==> src/rtl/saradc_cdac_ctrl_if.sv <==
// saradc_cdac_ctrl_if: start/comparator inputs and CDAC switch, status and result outputs
interface saradc_cdac_ctrl_if #(parameter int NBITS = 8);
  logic start;
  logic cmp;
  logic [NBITS:0] cri, crib, crh, crhb, crl, crlb;
  logic busy;
  logic done;
  logic [NBITS-1:0] dout;
  modport master (output start, cmp, input cri, crib, crh, crhb, crl, crlb, busy, done, dout);
  modport slave (input start, cmp, output cri, crib, crh, crhb, crl, crlb, busy, done, dout);
endinterface

==> src/rtl/saradc_cdac_ctrl.sv <==
// saradc_cdac_ctrl: SAR ADC sequencer driving break-before-make CDAC switches, MSB first
module saradc_cdac_ctrl #(
  parameter int NBITS = 8,
  parameter int SAMPLE_CYC = 4,
  parameter int SETTLE_CYC = 1
) (
  input logic clk,
  input logic rst,
  saradc_cdac_ctrl_if.slave bus
);
  localparam int NU = NBITS + 1;
  localparam int KW = NBITS > 1 ? $clog2(NBITS) : 1;
  localparam int CMAX = SAMPLE_CYC > SETTLE_CYC ? SAMPLE_CYC : SETTLE_CYC;
  localparam int CW = CMAX > 1 ? $clog2(CMAX) : 1;
  localparam logic [CW-1:0] S_LAST = CW'(SAMPLE_CYC - 1);
  localparam logic [CW-1:0] T_LAST = CW'(SETTLE_CYC - 1);
  localparam logic [KW-1:0] K_TOP = KW'(NBITS - 1);
  typedef enum logic [2:0] {IDLE, SAMPLE, BRK0, SET, BRK, DONE} state_e;
  state_e state_q;
  logic [CW-1:0] cnt_q;
  logic [KW-1:0] k_q;
  logic [NBITS-1:0] res_q, dout_q, bit_k;
  logic [NBITS:0] cri_q, crib_q, crh_q, crhb_q, crl_q, crlb_q;
  logic [NBITS:0] cri_d, crh_d, crl_d, unit_k;
  logic busy_q, done_q, s_end, t_end;
  // Trial pattern for bit k: decided upper bits on H/L, unit k on H, the rest and dummy on L.
  function automatic logic [NBITS:0] set_h(input logic [KW-1:0] k, input logic [NBITS-1:0] r);
    logic [NBITS:0] one;
    one = NU'(1) << k;
    return ({1'b0, r} & ~((one << 1) - NU'(1))) | one;
  endfunction
  assign unit_k = NU'(1) << k_q;
  assign bit_k = NBITS'(1) << k_q;
  assign s_end = cnt_q == S_LAST;
  assign t_end = cnt_q == T_LAST;
  always_comb begin
    cri_d = cri_q;
    crh_d = crh_q;
    crl_d = crl_q;
    case (state_q)
      IDLE, DONE: if (bus.start) begin
        cri_d = '1;
        crh_d = '0;
        crl_d = '0;
      end
      SAMPLE: if (s_end) cri_d = '0;
      BRK0: begin
        crh_d = set_h(K_TOP, res_q);
        crl_d = ~crh_d;
      end
      SET: if (t_end) begin
        crh_d = bus.cmp ? crh_q : crh_q & ~unit_k;
        crl_d = crl_q & ~(unit_k >> 1);
      end
      BRK: begin
        crh_d = k_q != '0 ? set_h(k_q - KW'(1), res_q) : {1'b0, res_q};
        crl_d = ~crh_d;
      end
      default: ;
    endcase
  end
  always_ff @(posedge clk) begin
    if (rst) begin
      state_q <= IDLE;
      cnt_q <= '0;
      k_q <= '0;
      res_q <= '0;
      dout_q <= '0;
      cri_q <= '0;
      crh_q <= '0;
      crl_q <= '0;
      crib_q <= '1;
      crhb_q <= '1;
      crlb_q <= '1;
      busy_q <= 1'b0;
      done_q <= 1'b0;
    end else begin
      cri_q <= cri_d;
      crh_q <= crh_d;
      crl_q <= crl_d;
      crib_q <= ~cri_d;
      crhb_q <= ~crh_d;
      crlb_q <= ~crl_d;
      done_q <= 1'b0;
      case (state_q)
        IDLE, DONE: begin
          state_q <= bus.start ? SAMPLE : IDLE;
          busy_q <= bus.start;
          cnt_q <= '0;
          res_q <= '0;
        end
        SAMPLE: begin
          state_q <= s_end ? BRK0 : SAMPLE;
          cnt_q <= s_end ? '0 : cnt_q + CW'(1);
        end
        BRK0: begin
          state_q <= SET;
          k_q <= K_TOP;
          cnt_q <= '0;
        end
        SET: begin
          state_q <= t_end ? BRK : SET;
          cnt_q <= t_end ? '0 : cnt_q + CW'(1);
          if (t_end) res_q <= bus.cmp ? res_q | bit_k : res_q & ~bit_k;
        end
        BRK: begin
          state_q <= k_q != '0 ? SET : DONE;
          k_q <= k_q - KW'(1);
          busy_q <= k_q != '0;
          done_q <= k_q == '0;
          if (k_q == '0) dout_q <= res_q;
        end
        default: state_q <= IDLE;
      endcase
    end
  end
  assign bus.cri = cri_q;
  assign bus.crib = crib_q;
  assign bus.crh = crh_q;
  assign bus.crhb = crhb_q;
  assign bus.crl = crl_q;
  assign bus.crlb = crlb_q;
  assign bus.busy = busy_q;
  assign bus.done = done_q;
  assign bus.dout = dout_q;
endmodule

==> src/flat_wrapper.sv <==
// flat-port wrapper written by rule: the top's interface ports become plain ports
module saradc_cdac_ctrl_flat 
#(
  parameter int NBITS = 8,
  parameter int SAMPLE_CYC = 4,
  parameter int SETTLE_CYC = 1
)
  (clk, rst, bus_start, bus_cmp, bus_cri, bus_crib, bus_crh, bus_crhb, bus_crl, bus_crlb, bus_busy, bus_done, bus_dout);
  saradc_cdac_ctrl_if #(.NBITS(NBITS)) bus_i ();
  input logic clk;
  input logic rst;
  input wire logic [$bits(bus_i.start)-1:0] bus_start;
  input wire logic [$bits(bus_i.cmp)-1:0] bus_cmp;
  output wire logic [$bits(bus_i.cri)-1:0] bus_cri;
  output wire logic [$bits(bus_i.crib)-1:0] bus_crib;
  output wire logic [$bits(bus_i.crh)-1:0] bus_crh;
  output wire logic [$bits(bus_i.crhb)-1:0] bus_crhb;
  output wire logic [$bits(bus_i.crl)-1:0] bus_crl;
  output wire logic [$bits(bus_i.crlb)-1:0] bus_crlb;
  output wire logic [$bits(bus_i.busy)-1:0] bus_busy;
  output wire logic [$bits(bus_i.done)-1:0] bus_done;
  output wire logic [$bits(bus_i.dout)-1:0] bus_dout;
  assign bus_i.start = bus_start;
  assign bus_i.cmp = bus_cmp;
  assign bus_cri = bus_i.cri;
  assign bus_crib = bus_i.crib;
  assign bus_crh = bus_i.crh;
  assign bus_crhb = bus_i.crhb;
  assign bus_crl = bus_i.crl;
  assign bus_crlb = bus_i.crlb;
  assign bus_busy = bus_i.busy;
  assign bus_done = bus_i.done;
  assign bus_dout = bus_i.dout;
  saradc_cdac_ctrl #(.NBITS(NBITS), .SAMPLE_CYC(SAMPLE_CYC), .SETTLE_CYC(SETTLE_CYC)) u_core (.clk(clk), .rst(rst), .bus(bus_i));
endmodule
==> config.mk <==
export PLATFORM = sky130hd
export DESIGN_NAME = saradc_cdac_ctrl_flat
export DESIGN_NICKNAME = d
export VERILOG_FILES = /design/src/rtl/saradc_cdac_ctrl_if.sv /design/src/rtl/saradc_cdac_ctrl.sv /design/src/flat_wrapper.sv
export SDC_FILE = /design/constraint.sdc
export NUM_CORES = 1
export LEC_CHECK = 0
export BUFFER_PORTS_ARGS = -buffer_cell sky130_fd_sc_hd__buf_4
export CORE_MARGIN = 2
export CORE_UTILIZATION = 40
export DETAILED_ROUTE_END_ITERATION = 7
export HOLD_SLACK_MARGIN = 0.03
export MAX_ROUTING_LAYER = met4
export PLACE_DENSITY_LB_ADDON = 0.12
export SYNTH_ARGS = -nofsm -noshare
export SYNTH_HDL_FRONTEND = slang
export SYNTH_SLANG_ARGS = --single-unit
==> constraint.sdc <==
create_clock -name clk -period 3.3 [get_ports clk]
set_input_delay 0 -clock clk [delete_from_list [all_inputs] [get_ports clk]]
set_output_delay 0 -clock clk [all_outputs]
set_load 0.02 [all_outputs]
==> results of run 1 <==
==> registers in the layout, indices dropped and copies added (netlist names), named ones only <==
signal	count
u_core.res_q	8
u_core.bus.crib	9
u_core.state_q	3
u_core.bus.crh	7
u_core.cnt_q	2
u_core.bus.crl	7
u_core.bus.dout	8
u_core.k_q	3
u_core.bus.crhb	9
u_core.bus.crlb	9
u_core.bus.done	1
u_core.bus.busy	1
u_core.bus.cri	9
==> area by class of cell <==
class | count | area (um^2) | area share
clock buffer | 9 | 123.9 | 0.02728
multi-input combinational | 292 | 1932 | 0.4255
clock inverter | 7 | 107.6 | 0.02370
inverter | 23 | 86.33 | 0.01901
timing repair buffer | 70 | 528.0 | 0.1163
tap | 129 | 161.4 | 0.03555
sequential | 80 | 1602 | 0.3527
==> cells in the final DEF, fill, tap and decap left out, drive strengths merged, types with 4 or more instances in the layout <==
| cell type | netlist | routed |
|---|---|---|
| nor3 | 8 | 8 |
| clkbuf | 15 | 9 |
| a21oi | 33 | 33 |
| o21ai | 20 | 20 |
| nor3b | 6 | 6 |
| a21o | 4 | 4 |
| a31oi | 11 | 11 |
| o21a | 13 | 13 |
| ha | 11 | 11 |
| nand2 | 41 | 41 |
| nand3 | 8 | 8 |
| nor2b | 14 | 14 |
| and3 | 6 | 6 |
| nor2 | 22 | 22 |
| o32ai | 10 | 10 |
| o22a | 4 | 4 |
| dfxtp | 80 | 80 |
| a31o | 4 | 4 |
| o211ai | 5 | 5 |
| buf | 18 | 69 |
| inv | 23 | 27 |
| nand3b | 5 | 5 |
| or3 | 4 | 4 |
==> final timing paths <==
kind	to	slack, ps
max	flip-flop	470
min	u_core.state_q[1]	90
max reg2reg	flip-flop	470
min reg2reg	u_core.bus.crhb[8]	430
==> critical path, cell delays in order (launching register included) <==
cell and delay (ps):
sky130_fd_sc_hd__dfxtp_1 440, sky130_fd_sc_hd__inv_1 120, sky130_fd_sc_hd__ha_1 420, sky130_fd_sc_hd__xnor2_2 420
sky130_fd_sc_hd__nand2_1 100, sky130_fd_sc_hd__ha_1 330, sky130_fd_sc_hd__nor4b_1 280, sky130_fd_sc_hd__a221oi_1 120
sky130_fd_sc_hd__o22ai_1 330, sky130_fd_sc_hd__o22ai_1 140
==> routing by layer <==
layer  share of wire  GRT usage
met1            0.46     0.2652
met2            0.48     0.3286
met3           0.050    0.04831
met4          0.0088    0.06133
met5               0          -
==> metrics by stage <==
stage,utilization,worst slack (ps),std cells
detailed placement,0.4653,510.7,593
finish,0.4914,471.9,610
global placement,0.4653,672.7,593
global route,0.4914,196.7,610
floorplan,-,897.7,428
CTS,0.4914,479.7,610
==> report_power, final <==
| part | switching (mW) | internal, mW |
|---|---|---|
| clock | 0.399 | 0.442 |
| combinational | 0.0991 | 0.0640 |
| sequential | 0.0169 | 0.990 |
| total | 0.515 | 1.50 |
==> cells by family after synthesis <==
logic type / Yosys count
xor gates and xnor gates: 2
AOI/OAI and AO/OA: 144
buffers and inverters: 56
adders and majority gates: 11
muxes: 3
and+or+nand+nor: 132
DFF: 80
==> repair_timing <==
action                     4_1_cts  5_1_grt
hold endpoints to repair         1        0
setup endpoints to repair        0        0
hold buffers                     1        0
resized for setup                0        0
==> implementation parameters, run 1 <==
Parameter                              Value

CTS
  Clock sink count    80
  Number of buffers added by the clock tree synthesis step    9
  H-tree lvl count    3
  Worst-skew pair later-pin latency    360 ps
  Clock root buffer master    sky130_fd_sc_hd__clkbuf_8
  Clock transition time at the flip-flop clock pins of the worst setup and hold paths    90 ps
  Clock tree buffer depth    2
  Postcts setup bufs    0
  CTS tree    built

Timing
  Setup TNS after final layout    0 ps
  Number of max-slew violations in the final report    0
  Smallest hold slack    88.76 ps
  Final period demand of the worst path    2828 ps
  Setup repair after global routing missed its margin    no
  Final worst path period share    0.8570
  Final hold viol count    0
  Post-Route Skew    15.42 ps
  Timing-limited maximum frequency    0.3536 GHz
  Final setup violation count    0
  Slew HR    0.3918
  Worst-Margin Slew    911.0 ps

Cells and area
  Final-layout fill cell count    928
  Final Net Count    491
  Proportion of layout cells with a drive suffix above 1    0.1996
  P&R area growth vs syn    19.65%
  Layout Cell Area excl Fill    0.004541 mm^2
  Number of diodes    0

Yosys
  Post-synthesis share of cell area spent on xor and xnor gates    0.008572
  Prevailing post-synth register cell    sky130_fd_sc_hd__dfxtp_1
  Multiplexer fraction of the synthesized cell area    0.007913
  Post-synthesis share of cell area spent on and, or, nand and nor gates    0.1869
  Largest family of logic cells by synthesized area    compound AO/OA/AOI/OAI gates
  Count of unique library cells instantiated by Yosys    68
  Post-synthesis sequential area ratio    0.4220
  Area share of the largest cell type after synthesis    0.4220
  Post-synthesis compound-gate area fraction    0.2694
  Net Count, Synth    443
  Register bit total from synthesis    80
  EDFF count, synth    0
  Adder and majority gate portion of the synthesized area    0.03627
  Synthesized area per cell    8.867 um^2
  Leading cell types by count after synthesis    sky130_fd_sc_hd__dfxtp_1, sky130_fd_sc_hd__nand2_1, sky130_fd_sc_hd__a21oi_1
  Share of flip-flops with an asynchronous set or reset after synthesis    0
  Post-synthesis cell type with the largest combined area    sky130_fd_sc_hd__dfxtp_1
  Area of the mapped netlist    0.003795 mm^2
  Count of warnings emitted by yosys    0
  Count of mapped cells out of synthesis    428
  Leading cell types by total area after synthesis    sky130_fd_sc_hd__dfxtp_1, sky130_fd_sc_hd__a21oi_1, sky130_fd_sc_hd__nand2_1
  Most used standard cell by instance count after synthesis    sky130_fd_sc_hd__dfxtp_1

GRT
  Overflow after GRT    0
  Largest net degree at the start of global routing    50
  First-pass GRT wire length    16170 um
  Vias in the first global route    3138
  Total routing usage reported by global routing    0.2078
  Number of antenna violations at the first check in global routing    0

Placed design
  Placer congestion estimate    0.8835
  Quantity of I/O buffers inserted on ports    67
  Detailed placement HPWL    7024 um
  Dpl cell area    0.004299 mm^2

Power and ir drop
  Post-route total power    2.011 mW
  IR drop worst, VDD    279.1 uV
  Leakage power    1.770 nW
  PD cells    442.8 mW/mm^2

Die
  Vertical extent of the die    101.4 um
  Number of standard-cell rows in the floorplan    35
  Placeable core area    0.009240 mm^2
  Top-level port count    68
  Die width    101.4 um
  Starting utilization of the core area    0.4107
  Die Outline Area    0.01028 mm^2

Min path
  Launch instance of the worst min-delay path    rst
  Hold Crit Depth    2
  Hold Path Class    in2reg

Routing
  Number of vias after detailed routing    3423
  Total iterations of the first detailed-routing run    6
  Wirelength, routed    10100 um
  DRC marker count from the first detailed-route iteration    211
  Mean number of vias per cell    5.611
  Mean routed wirelength per cell    16.56 um
  DRC viols    0
  Remaining antenna violation count after routing    0

Worst setup path
  Worst R2R Path Depth    9
  Type of the worst setup path    reg2reg
  Startpoint Class    flip-flop
  Arrival time at the worst endpoint    3050 ps
  CP Data Required Time    3520 ps
  Worst-path maximum fanout    17
  Reg2reg start    u_core.k_q[0]
  Critical path origin    u_core.k_q[0]
  Nature of the critical path endpoint    flip-flop

Run
  Max capacitance violation total    0

Status
  Status    finished clean
Note: power is estimated with default switching activity, not from simulation.
==> run 2: changes to the inputs <==
clock period = 2.9 ns   (was 3.3 ns; I/O delays follow)
==> implementation parameters, run 2 (same netlist as run 1, synthesis figures left out) <==
Parameter                              Value

Status
  Status    finished clean

Cells and area
  Utilization of the core after routing    0.4934 (+0.002032)
  P&R area growth vs syn    20.14%
  Leading cell type in the layout, fill and taps excluded    sky130_fd_sc_hd__dfxtp_1
  Proportion of layout cells with a drive suffix above 1    0.2078 (+0.008235)
  Top library cells by usage in the layout, fill and taps aside    sky130_fd_sc_hd__dfxtp_1, sky130_fd_sc_hd__buf_4, sky130_fd_sc_hd__nand2_1
  Final Net Count    496 (+1.0%)
  Number of diodes    0 (unchanged)

CTS
  Number of buffers added by the clock tree synthesis step    9 (unchanged)
  Clock root buffer master    sky130_fd_sc_hd__clkbuf_8
  CTS tree    built
  Clock tree buffer depth    2 (unchanged)
  Clock transition time at the flip-flop clock pins of the worst setup and hold paths    90 ps (about the same)
  Clock sink count    80 (unchanged)
  Post-CTS resize count    0 (unchanged)
  H-tree lvl count    3 (unchanged)
  Postcts setup bufs    0 (unchanged)
  Worst-skew pair later-pin latency    370 ps (about the same)

GRT
  First-pass GRT wire length    16640 um (+2.9%)
  Vias in the first global route    3258 (+3.8%)
  Number of antenna violations at the first check in global routing    0 (unchanged)
  Overflow after GRT    0 (unchanged)
  Largest net degree at the start of global routing    50 (unchanged)
  Total routing usage reported by global routing    0.2145 (+0.006719)

Timing
  Final period demand of the worst path    2564 ps (-263.9 ps)
  Smallest hold slack    95.15 ps (+6.391 ps)
  Timing-limited maximum frequency    0.3900 GHz (+10%)
  Final setup violation count    0 (unchanged)
  Worst-Margin Slew    800.0 ps (-111.0 ps)
  Setup repair after global routing missed its margin    no
  Setup TNS after final layout    0 ps (unchanged)
  Slew HR    0.4659 (+0.07410)
  Final hold viol count    0 (unchanged)
  Post-Route Skew    14.30 ps (-1.117 ps)
  Final worst path period share    0.8842 (+0.02720)
  Number of max-slew violations in the final report    0 (unchanged)

Power and ir drop
  Post-route total power    2.222 mW (+11%)
  Clk pwr share    0.399 (-0.019)
  Internal power    1.637 mW (+9.4%)
  Sequential fraction of design power    0.515 (+0.014)
  Combinational share of power    0.086 (+0.005)
  Switching part of the total power    0.2635 (+0.007607)
  PD cells    487.4 mW/mm^2 (+10%)
  Switch Pwr    0.5856 mW (+14%)
  IR drop worst, VDD    344.0 uV (+23%)
  Leakage power    1.785 nW (+0.83%)

Worst setup path
  Worst R2R Path Depth    9 (unchanged)
  Worst path slowest cell    sky130_fd_sc_hd__dfxtp_1
  Nature of the critical path endpoint    flip-flop
  Count of buffer and inverter cells on the critical path    1 (unchanged)
  Critical-path cell list    inv_1, ha_1, xnor2_2, nand2_1, ha_1, nor4b_1, a221oi_1, o22ai_1, o22ai_1
  Reg2reg start    u_core.k_q[0]
  Worst-path maximum fanout    10 (-7)
  Startpoint Class    flip-flop
  Crit-path max cell delay    430 ps (about the same)
  Arrival time at the worst endpoint    2790 ps (-260 ps)
  R2r setup slk    340 ps (-140 ps)
  Family with the most delay on the worst path    adder cells
  Critical path origin    u_core.k_q[0]
  Critical path depth in cells    9 (unchanged)
  Type of the worst setup path    reg2reg
  CP Data Required Time    3130 ps (-390 ps)

Die
  Die width    101.4 um (unchanged)
  Starting utilization of the core area    0.4107 (unchanged)
  Top-level port count    68 (unchanged)
  Placeable core area    0.009240 mm^2 (unchanged)
  Die Outline Area    0.01028 mm^2 (unchanged)
  Number of standard-cell rows in the floorplan    35 (unchanged)
  Vertical extent of the die    101.4 um (unchanged)

Routing
  Remaining antenna violation count after routing    0 (unchanged)
  Mean routed wirelength per cell    16.72 um (+1.0%)
  DRC marker count from the first detailed-route iteration    205 (-2.8%)
  Total iterations of the first detailed-routing run    5 (-1)
  DRC viols    0 (unchanged)
  Mean number of vias per cell    5.702 (+1.6%)
  Wirelength, routed    10280 um (+1.8%)
  Number of vias after detailed routing    3507 (+2.5%)

Placed design
  Placer congestion estimate    0.9297 (+5.2%)
  Detailed placement HPWL    7223 um (+2.8%)
  Quantity of I/O buffers inserted on ports    67 (unchanged)

Min path
  Hold Path Class    in2reg
  Launch instance of the worst min-delay path    rst
  Hold Crit Depth    2 (unchanged)

Run
  Max capacitance violation total    0 (unchanged)
[run 2: cell count changes in the layout (fill, tap and decap cells not counted)]
| cell | previous run | this run |
|---|---|---|
| sky130_fd_sc_hd__clkinv_4 | 0 | 1 |
| sky130_fd_sc_hd__buf_4 | 69 | 74 |
| sky130_fd_sc_hd__bufinv_16 | 2 | 1 |
| sky130_fd_sc_hd__clkbuf_8 | 9 | 10 |
| sky130_fd_sc_hd__inv_8 | 2 | 1 |
[run 2: what timing repair did]
item | in CTS | in global routing
setup endpoints to repair | 0 | 0
hold endpoints to repair | 1 | 0
hold buffers | 1 | 0
[run 2: power by group through the flow]
stage	Sequential, mW	Combinational (mW)	Clock [mW]
global route	1.15	0.207	0.944
detailed placement	1.17	0.189	0
global placement	1.17	0.188	0
floorplan	1.20	0.0888	0
CTS	1.14	0.191	0.904
finish	1.14	0.191	0.887
[run 2: final cells by class]
type | instances | area, um^2
tap | 129 | 161.4
clock buffer | 10 | 137.6
inverter | 23 | 86.33
clock inverter | 6 | 75.07
sequential | 80 | 1602
timing repair buffer | 75 | 565.5
fill | 900 | 4681
multi-input combinational | 292 | 1932
[run 2: path summary, 6_finish.rpt]
check	end
setup / recovery	flip-flop
hold / removal	u_core.cnt_q[1]
setup reg to reg	flip-flop
hold reg to reg	u_core.bus.crhb[8]
[run 2: worst register-to-register path: stages (launching register included)]
cell and delay [ps]:
sky130_fd_sc_hd__dfxtp_1 430, sky130_fd_sc_hd__inv_1 110, sky130_fd_sc_hd__ha_1 250, sky130_fd_sc_hd__xnor2_2 350
sky130_fd_sc_hd__nand2_1 110, sky130_fd_sc_hd__ha_1 330, sky130_fd_sc_hd__nor4b_1 290, sky130_fd_sc_hd__a221oi_1 120
sky130_fd_sc_hd__o22ai_1 320, sky130_fd_sc_hd__o22ai_1 140
[run 2: through the flow]
| step | cells | setup WS, ps | instance area (um^2) |
|---|---|---|---|
| 2_1_floorplan | 428 | 497.7 | 3795 |
| 4_1_cts | 615 | 376.9 | 4559 |
| 6_report | 615 | 335.8 | 4559 |
| 3_3_place_gp | 598 | 504.1 | 4337 |
| 3_5_place_dp | 598 | 380.6 | 4337 |
| 5_1_grt | 615 | 39.61 | 4559 |
[run 2: per-layer routing]
| layer | track usage | vias to the layer above | part of all wire |
|---|---|---|---|
| met3 | 0.04210 | 21 | 0.065 |
| met2 | 0.3347 | 147 | 0.47 |
| met5 | - | - | 0 |
| li1 | - | 1671 | - |
| met1 | 0.2682 | 1668 | 0.44 |
| met4 | 0.09771 | 0 | 0.028 |
==> run 3: changes to the inputs <==
SLEW_MARGIN = 25   (was default)
clock period = 2.17 ns   (was 2.9 ns; I/O delays follow)
==> implementation parameters, run 3 (same netlist as run 1, synthesis figures left out) <==
Parameter                              Value

Timing
  Timing-limited maximum frequency    0.4983 GHz (+28%)
  Final period demand of the worst path    2007 ps (-557.4 ps)
  Post-Route Skew    10.69 ps (-3.614 ps)
  Worst-Margin Slew    645.0 ps (-155.0 ps)
  Final worst path period share    0.9248 (+0.04061)
  Final setup violation count    0 (unchanged)
  Smallest hold slack    84.46 ps (-10.69 ps)
  Final hold viol count    0 (unchanged)
  Setup TNS after final layout    0 ps (unchanged)
  Slew HR    0.5684 (+0.1025)
  Number of max-slew violations in the final report    0 (unchanged)

Cells and area
  Number of diodes    0 (unchanged)
  Top library cells by usage in the layout, fill and taps aside    sky130_fd_sc_hd__buf_4, sky130_fd_sc_hd__dfxtp_1, sky130_fd_sc_hd__nand2_1
  Utilization of the core after routing    0.5221 (+0.02871)
  Proportion of layout cells with a drive suffix above 1    0.2665 (+0.05872)
  Final Net Count    524 (+5.6%)
  Final-layout fill cell count    911 (+1.2%)
  Leading cell type in the layout, fill and taps excluded    sky130_fd_sc_hd__buf_4
  P&R area growth vs syn    27.13%

GRT
  Largest net degree at the start of global routing    50 (unchanged)
  Overflow after GRT    0 (unchanged)
  First-pass GRT wire length    17090 um (+2.7%)
  Vias in the first global route    3366 (+3.3%)
  Number of antenna violations at the first check in global routing    0 (unchanged)
  Total routing usage reported by global routing    0.2208 (+0.006330)

Die
  Starting utilization of the core area    0.4107 (unchanged)
  Vertical extent of the die    101.4 um (unchanged)
  Die Outline Area    0.01028 mm^2 (unchanged)
  Top-level port count    68 (unchanged)
  Die width    101.4 um (unchanged)
  Placeable core area    0.009240 mm^2 (unchanged)
  Number of standard-cell rows in the floorplan    35 (unchanged)

Worst setup path
  Arrival time at the worst endpoint    2260 ps (-530 ps)
  Worst-path maximum fanout    10 (unchanged)
  Type of the worst setup path    reg2reg
  CP Data Required Time    2430 ps (-700 ps)
  Nature of the critical path endpoint    flip-flop
  Startpoint Class    flip-flop

Run
  Max capacitance violation total    0 (unchanged)

CTS
  Worst-skew pair later-pin latency    360 ps (about the same)
  CTS tree    built
  Number of buffers added by the clock tree synthesis step    9 (unchanged)
  H-tree lvl count    3 (unchanged)
  Clock sink count    80 (unchanged)
  Clock root buffer master    sky130_fd_sc_hd__clkbuf_8
  Clock tree buffer depth    2 (unchanged)
  Clock transition time at the flip-flop clock pins of the worst setup and hold paths    80 ps (about the same)

Routing
  Mean routed wirelength per cell    16.61 um (-0.67%)
  Mean number of vias per cell    5.437 (-4.7%)
  Wirelength, routed    10680 um (+3.9%)
  Total iterations of the first detailed-routing run    5 (unchanged)
  Remaining antenna violation count after routing    0 (unchanged)
  DRC viols    0 (unchanged)
  DRC marker count from the first detailed-route iteration    153 (-25%)
  Number of vias after detailed routing    3496 (-0.31%)

Power and ir drop
  Leakage power    1.936 nW (+8.5%)
  Post-route total power    2.972 mW (+34%)
  PD cells    616.0 mW/mm^2 (+26%)
  IR drop worst, VDD    388.2 uV (+13%)

Placed design
  Placer congestion estimate    0.9149 (-1.6%)
  Quantity of I/O buffers inserted on ports    67 (unchanged)
  Detailed placement HPWL    7743 um (+7.2%)

Min path
  Hold Path Class    in2reg

Status
  Status    finished clean
## run 3: cell count changes in the layout (fill, tap and decap cells not counted), moves of 2 or more
| cell | before | now |
|---|---|---|
| sky130_fd_sc_hd__buf_4 | 74 | 102 |
| sky130_fd_sc_hd__dfxtp_1 | 80 | 78 |
| sky130_fd_sc_hd__dfxtp_4 | 0 | 2 |
| sky130_fd_sc_hd__ha_1 | 11 | 9 |
| sky130_fd_sc_hd__ha_4 | 0 | 2 |
| sky130_fd_sc_hd__inv_1 | 23 | 21 |
| sky130_fd_sc_hd__inv_2 | 0 | 2 |
## run 3: power breakdown
group	switching (mW)	internal (mW)	total, mW
combinational	0.162	0.109	0.271
sequential	0.0195	1.50	1.52
clock	0.599	0.579	1.18
total	0.781	2.19	2.97
## run 3: worst max-delay path, cell delays in order, from the launching register on
cell and delay, ps:
sky130_fd_sc_hd__dfxtp_4 390, sky130_fd_sc_hd__inv_2 60, sky130_fd_sc_hd__ha_4 180, sky130_fd_sc_hd__xnor2_4 160
sky130_fd_sc_hd__nand2_1 120, sky130_fd_sc_hd__ha_4 210, sky130_fd_sc_hd__nor4bb_1 130, sky130_fd_sc_hd__o31ai_1 250
sky130_fd_sc_hd__nand3_1 180, sky130_fd_sc_hd__a32o_1 250
## run 3: what timing repair did
item | 4_1_cts | 5_1_grt
hold endpoints to repair | 1 | 0
endpoints found under the setup margin | 0 | 10
setup buffers | 0 | 2
resized for setup | 0 | 4
hold buffers | 1 | 0
## run 3: layer usage
| layer | vias to the layer above | routed length, um | global-route usage |
|---|---|---|---|
| met2 | 80 | 5038 | 0.3495 |
| li1 | 1725 | - | - |
| met1 | 1681 | 5128 | 0.2875 |
| met4 | 0 | 123 | 0.07588 |
| met5 | - | 0 | - |
| met3 | 10 | 390 | 0.03451 |
## run 3: per-stage QoR
| stage | worst slack (ps) | cell area [um^2] | instances |
|---|---|---|---|
| after floorplan | 7.957 | 3842 | 428 |
| after global placement | 94.67 | 4563 | 624 |
| after detailed placement | 26.80 | 4563 | 624 |
| after CTS | 8.040 | 4786 | 641 |
| after global routing | -2.705 | 4825 | 643 |
| final | 163.1 | 4825 | 643 |
## run 3: final timing paths
check                         start                  to  slack [ps]  cells past startpoint
setup / recovery      u_core.k_q[0]   u_core.bus.crh[3]         160                      9
hold / removal                  rst     u_core.cnt_q[1]          80                      2
setup reg to reg      u_core.k_q[0]   u_core.bus.crh[3]         160                      9
hold reg to reg   u_core.bus.crh[8]  u_core.bus.crhb[8]         420                      1
## run 3: cell type report
| class | count | area, um^2 | area share |
|---|---|---|---|
| tap | 129 | 161.4 | 0.03345 |
| multi-input combinational | 292 | 1979 | 0.4103 |
| clock buffer | 10 | 137.6 | 0.02853 |
| sequential | 80 | 1609 | 0.3335 |
| clock inverter | 6 | 75.07 | 0.01556 |
| timing repair buffer | 103 | 775.7 | 0.1608 |
| inverter | 23 | 86.33 | 0.01789 |
